===== config.mk =====
export PLATFORM = sky130hd
export DESIGN_NAME = uart_rx_jogada
export DESIGN_NICKNAME = d
export VERILOG_FILES = /design/src/rtl/uart_rx_jogada.sv
export SDC_FILE = /design/constraint.sdc
export NUM_CORES = 1
export LEC_CHECK = 0
export BUFFER_PORTS_ARGS = -buffer_cell sky130_fd_sc_hd__clkbuf_2
export CORE_MARGIN = 2
export CORE_UTILIZATION = 35
export CTS_BUF_LIST = sky130_fd_sc_hd__clkbuf_4
export DETAILED_ROUTE_END_ITERATION = 16
export PLACE_DENSITY = 0.6
export SLEW_MARGIN = 20
export SYNTH_ARGS = -nofsm -noshare
export SYNTH_HDL_FRONTEND = slang
export SYNTH_SLANG_ARGS = --single-unit

===== constraint.sdc =====
create_clock -name clock -period 5.6 [get_ports clock]
set_input_delay 1.12 -clock clock [delete_from_list [all_inputs] [get_ports clock]]
set_output_delay 1.12 -clock clock [all_outputs]
set_load 0.05 [all_outputs]

===== src/rtl/uart_rx_jogada.sv =====
// uart_rx_jogada: 8N1 receiver that pairs bytes (high first) into a 16-bit status word; ports clock/reset/s_in in, estado/macro/micro/resultado_macro/resultado_jogo fields plus word_valid/frame_error/timeout_error pulses and busy out
module uart_rx_jogada #(
  parameter int CLKS_PER_BIT = 434,
  parameter int TIMEOUT_BITS = 20
) (
  input  logic       clock,
  input  logic       reset,
  input  logic       s_in,
  output logic [3:0] estado,
  output logic [3:0] macro,
  output logic [3:0] micro,
  output logic [1:0] resultado_macro,
  output logic [1:0] resultado_jogo,
  output logic       word_valid,
  output logic       frame_error,
  output logic       timeout_error,
  output logic       busy
);
  localparam int HALF = CLKS_PER_BIT / 2;
  localparam int TMO = TIMEOUT_BITS * CLKS_PER_BIT;
  localparam int CW = $clog2(CLKS_PER_BIT);
  localparam int TW = $clog2(TMO);
  typedef enum logic [2:0] {IDLE, START, DATA, STOP, WAIT_HIGH} state_t;
  state_t state, nxt;
  logic rx_meta, rx, idx, tick, byte_ok, bad_stop, tmo_hit;
  logic [CW-1:0] clk_cnt;
  logic [2:0] bit_cnt;
  logic [7:0] shift, high;
  logic [TW-1:0] tmo_cnt;
  always_comb begin
    tick = clk_cnt == (state == START ? CW'(HALF - 1) : CW'(CLKS_PER_BIT - 1));
    byte_ok = state == STOP && tick && rx;
    bad_stop = state == STOP && tick && !rx;
    tmo_hit = idx && state == IDLE && tmo_cnt == TW'(TMO - 1);
    nxt = state;
    case (state)
      IDLE:      nxt = rx ? IDLE : START;
      START:     nxt = !tick ? START : rx ? IDLE : DATA;
      DATA:      nxt = tick && bit_cnt == 3'd7 ? STOP : DATA;
      STOP:      nxt = !tick ? STOP : rx ? IDLE : WAIT_HIGH;
      WAIT_HIGH: nxt = rx ? IDLE : WAIT_HIGH;
      default:   nxt = IDLE;
    endcase
  end
  always_ff @(posedge clock or posedge reset)
    if (reset) state <= IDLE;
    else state <= nxt;
  assign busy = state != IDLE;
  always_ff @(posedge clock or posedge reset) begin
    if (reset) begin
      rx_meta <= 1'b1;
      rx <= 1'b1;
      clk_cnt <= '0;
      bit_cnt <= '0;
      shift <= '0;
      high <= '0;
      idx <= 1'b0;
      tmo_cnt <= '0;
      {estado, macro, micro, resultado_macro, resultado_jogo} <= '0;
      word_valid <= 1'b0;
      frame_error <= 1'b0;
      timeout_error <= 1'b0;
    end else begin
      rx_meta <= s_in;
      rx <= rx_meta;
      word_valid <= byte_ok && idx;
      frame_error <= bad_stop;
      timeout_error <= tmo_hit;
      clk_cnt <= (state == IDLE || state == WAIT_HIGH || tick) ? '0 : clk_cnt + CW'(1);
      bit_cnt <= state != DATA ? '0 : (tick && bit_cnt != 3'd7) ? bit_cnt + 3'd1 : bit_cnt;
      if (state == DATA && tick) shift <= {rx, shift[7:1]};
      tmo_cnt <= (!idx || state != IDLE || tmo_hit) ? '0 : tmo_cnt + TW'(1);
      if (byte_ok && !idx) begin
        high <= shift;
        idx <= 1'b1;
      end
      if (byte_ok && idx) begin
        {estado, macro, micro, resultado_macro, resultado_jogo} <= {high, shift};
        idx <= 1'b0;
      end
      if (bad_stop) idx <= 1'b0;
      if (tmo_hit) begin
        idx <= 1'b0;
        high <= '0;
      end
    end
  end
endmodule


-- After elaboration in Yosys (flattened, before gate mapping)
Cells that the tools add are included.
- register bits: 67
- output and inout port bits: 20
- logic and storage cells: 68
- input bits: 3
- reduce and logical (&&, ||, !) cells: 21
- add/subtract/negate cells: 3
- equality and inequality tests: 9
- mux-type cells: 18
- operators by type and width (kind ; count):
    2-to-1 mux 9 bit ; 2
    2-to-1 mux 8 bit ; 2
    case mux 3 bit (5 select lines) ; 1
    adder 14 x 1 -> 14 bit (second input constant) ; 1
    == test 14 bit (second input constant) ; 1
    2-to-1 mux 14 bit ; 1
    2-to-1 mux 3 bit ; 4
    logical AND 1 bit ; 10
    adder 9 x 1 -> 9 bit (second input constant) ; 1
    == test 9 bit ; 1
    == test 3 x 2 -> 1 bit (second input constant) ; 2
    == test 3 bit (second input constant) ; 2
    2-to-1 mux 1 bit ; 6
    logical OR 1 bit ; 4
    2-to-1 mux 2 bit ; 2
    nonzero test 2 bit ; 2
    nonzero test 4 bit ; 1
    adder 3 x 1 -> 3 bit (second input constant) ; 1
    == test 3 x 1 -> 1 bit (second input constant) ; 1
    zero test 3 bit ; 1
    inequality test 3 x 2 -> 1 bit (second input constant) ; 1
    inequality test 3 bit (second input constant) ; 1
    nonzero test 3 bit ; 1
    zero test 1 bit ; 2

-- Logic depth before layout (Yosys ltp)
- word-level depth: 10
- depth in mapped cells: 6
- mapped depth without buffers: 5

-- Worst setup path before layout
Ideal clock, no wire load.
- path kind: register to output
- from: register state[1]
- to: output busy
- path buffers: 1
- cell stages (with the launch flop): 4
- data required time: 4.480 ns
- setup slack: 3.395 ns
- arrival time: 1.085 ns
- path through: dfrtp_1 > clkbuf_1 > nor2_1 > nand2_1
- cells in the longest elaborated chain, start to end: 1
- RTL lines (what ; RTL line ; source):
    start, declared ; 24 ; state_t state, nxt;
    start signal, assigned ; 47 ; else state <= nxt;
    nonzero test 3 bit ; 48 ; assign busy = state != IDLE;
    end, declared ; 17 ; output logic busy
No other way between the ends.

-- Worst setup path in the final report
- from: register clk_cnt[1]
- to: register resultado_jogo[1]
- cells in the longest elaborated chain, start to end: 4
- RTL lines (what ; RTL line ; source):
    start, declared ; 26 ; logic [CW-1:0] clk_cnt;
    start signal, assigned ; 69 ; clk_cnt <= (state == IDLE || state == WAIT_HIGH || tick) ? '0 : clk_cnt + CW'(1);
    == test 9 bit ; 31 ; tick = clk_cnt == (state == START ? CW'(HALF - 1) : CW'(CLKS_PER_BIT - 1));
    logical AND 1 bit (2 in a row) ; 32 ; byte_ok = state == STOP && tick && rx;
    logical AND 1 bit ; 77 ; if (byte_ok && idx) begin
    end signal, assigned ; 78 ; {estado, macro, micro, resultado_macro, resultado_jogo} <= {high, shift};
    end, declared ; 13 ; output logic [1:0] resultado_jogo,
No other way between the ends.
A chain may end at the register's enable or synchronous reset.

==> impl_metrics.tcl <==
set metrics [dict create \
    wl_um 5354 \
    slew_headroom_pct 36.90 \
    r2r_cells 4 \
    holdCritStartpoint "rx_meta" \
    htree_levels 3 \
    place_inst 376 \
    tns_ps 0 \
    path_class "flip-flop to flip-flop" \
    synth-async-reset-ratio_pct 100.0 \
    cts_resized 0 \
    worst_hold_path.endpoint "rx" \
    design.core.area_mm2 0.008299 \
    netlist_top_cells_area "dfrtp_1 (54%), mux2i_1 (5.9%), mux2_4 (4.4%)" \
    synth_edf_count 0 \
    grt_pass1_wl_um 9466 \
    cts_tree "built" \
    hold_path_depth 0 \
    leakagePower_nw 1.567 \
    synth_top_area_share_pct 53.52 \
    die_area_mm2 0.009445 \
    place_congestion 0.7117 \
    vias 1939 \
    grt_pass1_vias 1978 \
    synth_fp_nets 265 \
    finalCritPeriodShare_pct 49.16 \
    antenna_cells 0 \
    r2r_slack_ps 2850 \
    worst_path_dominant_cell_family "simple AND/OR/NAND/NOR gates" \
    p_per_area_mw_per_mm2 254.0 \
    portBuffers 22 \
    path_buf_inv 0 \
    skew_ps 12.18 \
    gr-usage-all-layers_pct 12.44 \
    r2r_end "resultado_jogo[1]" \
    antenna_found_initial 0 \
    period_needed_ps 2753 \
    tightestPinTransition_ps 943.4 \
    drc_errors 0 \
    viasPerCell 4.946 \
    final_layout_size_suffix_gt1_share_pct 23.00 \
    clkLatencyLatePin_ps 410 \
    stdcell_count 392 \
    drtIter0Drc 85 \
    critPathMaxStageDelay_ps 800 \
    clkSlewWorstSetupHoldPaths_ps 120 \
    routedWlPerCell_um 13.66 \
    synthToLayoutAreaGrowth_pct 12.14 \
    r2r_start "clk_cnt[1]" \
    grt_max_degree 68 \
    cts_buffer_depth 2 \
    synth_commonest_cells "dfrtp_1 (65), nor2_1 (26), mux2i_1 (18), inv_1 (15), nand2_1 (15)" \
    power_mw 0.8658 \
    rows 33 \
    cts_buffers 9 \
    hp-class "flip-flop to flip-flop" \
    dominantRegCellSynth "dfrtp_1" \
    layout.nets 289 \
    io_pins 23 \
    dp_hpwl_um 3640 \
    status "finished, final reports clean" \
    ir_drop_uv 133.3 \
    synth_cell_type_count 44 \
    cap_violations 0 \
    cp.depth 4 \
    yosys.cell_count.top_type "dfrtp_1" \
    critPathRequiredTime_ps 5910 \
    ys_seq_elements 67 \
    die_width_um 97.19 \
    cts_sinks 67 \
    cts_hold_buf 0 \
    initial_utilization_pct 36.62 \
    yosysTopAreaCell "dfrtp_1" \
    arrival_ps 3060 \
    end_kind "flip-flop" \
    slowest_stage "nor3_4" \
    crit_path_max_fanout 17 \
    postRouteAntennaNets 0 \
    postCtsSetupRepairBufs 0 \
    cts_root_buf "clkbuf_4" \
    slew_viol_final 0 \
    synth.cell_area_mm2 0.003039 \
    max_freq_ghz 0.3633 \
    synth_cells 258 \
    yosysSeqAreaShare_pct 55.25 \
    rsz0062_at_grt "no" \
    grt_remaining_overflow 0 \
    hold_violations 0 \
    chipHeight_um 97.19 \
    first_pass_iters 4 \
    crit_chain "nor4bb_2, nand4_4, nor3_4, mux2_2" \
    setup_viol 0 \
    yosys_warnings 0 \
    avgSynthCellArea_um2 11.78 \
    cp-start-kind "flip-flop" \
]
[worst max path at each step]
stage                        end        from
5_1_grt                 micro[3]  clk_cnt[1]
3_5_place_dp            macro[3]  clk_cnt[1]
3_3_place_gp            micro[3]  clk_cnt[1]
6_report       resultado_jogo[1]  clk_cnt[1]
4_1_cts                 micro[3]  clk_cnt[1]
2_1_floorplan         bit_cnt[0]       reset
[routing by layer]
metal / share of wire (%) / GRT usage, %
met4: 2.5 / 6.934
met5: 0 / 0
met1: 49 / 16.44
met2: 46 / 18.75
met3: 2.2 / 3.022
[sequential cells by signal, indices dropped and copies added, names as in the netlist]
name	cells
bit_cnt	3
clk_cnt	9
estado	4
frame_error	1
high	8
idx	1
macro	4
micro	4
resultado_jogo	2
resultado_macro	2
rx	1
rx_meta	1
shift	8
state	3
timeout_error	1
tmo_cnt	14
word_valid	1
[logic make-up (layout without fill, tap and decap cells)]
group                      count (synthesis)  after routing  share of synthesized area [%]
AOI/OAI and AO/OA                         23             23                          4.735
xor gates and xnor gates                  16             16                          4.611
adders and majority gates                  4              4                          1.647
buffers and inverters                     25             54                          3.911
DFF                                       67             67                          55.25
muxes                                     35             35                          13.34
and+or+nand+nor                           88             88                          16.51
[per-stage QoR]
stage | utilization (%) | area [µm²] | hold slack (ps) | setup slack [ps]
floorplan | - | 3039 | 345.2 | 2800
global placement | 38.94 | 3232 | 345.5 | 2891
detailed placement | 39.05 | 3241 | 346.8 | 2817
CTS | 41.07 | 3408 | 363.2 | 2808
global route | 41.07 | 3408 | 372.2 | 2637
finish | 41.07 | 3408 | 362.0 | 2847
[power breakdown]
group | switching (mW) | total, mW | internal (mW)
Sequential | 0.000804 | 0.486 | 0.485
Clock | 0.185 | 0.370 | 0.185
Combinational | 0.00912 | 0.0105 | 0.00133
[placed cells by master, fill, tap and decap left out, types with 2 or more instances in the layout]
master and count:
a21oi_1 6, and2_1 2, and3_1 4, and4_1 2, and4bb_2 2, bufinv_16 2, clkbuf_2 22, clkbuf_4 9
clkinv_4 2, dfrtp_1 65, dfstp_2 2, ha_1 4, inv_1 14, inv_6 2, mux2_2 8, mux2_4 9
mux2i_1 18, nand2_1 15, nand2b_1 3, nand3_1 10, nand3b_1 2, nand4_1 8, nor2_1 26, nor3_1 2
o21ai_0 9, o31ai_1 2, or3_1 2, or4_1 2, xnor2_1 3, xor2_1 13
[final cells by class]
type                       instances  area (µm²)
timing repair buffer              23       117.6
sequential                        67        1679
multi-input combinational        166        1256
clock buffer                       9       67.56
tap                              105       131.4
inverter                          15       56.30
fill                             770        4891
clock inverter                     7       100.1
No activity file was read; power rests on OpenSTA's default activity.
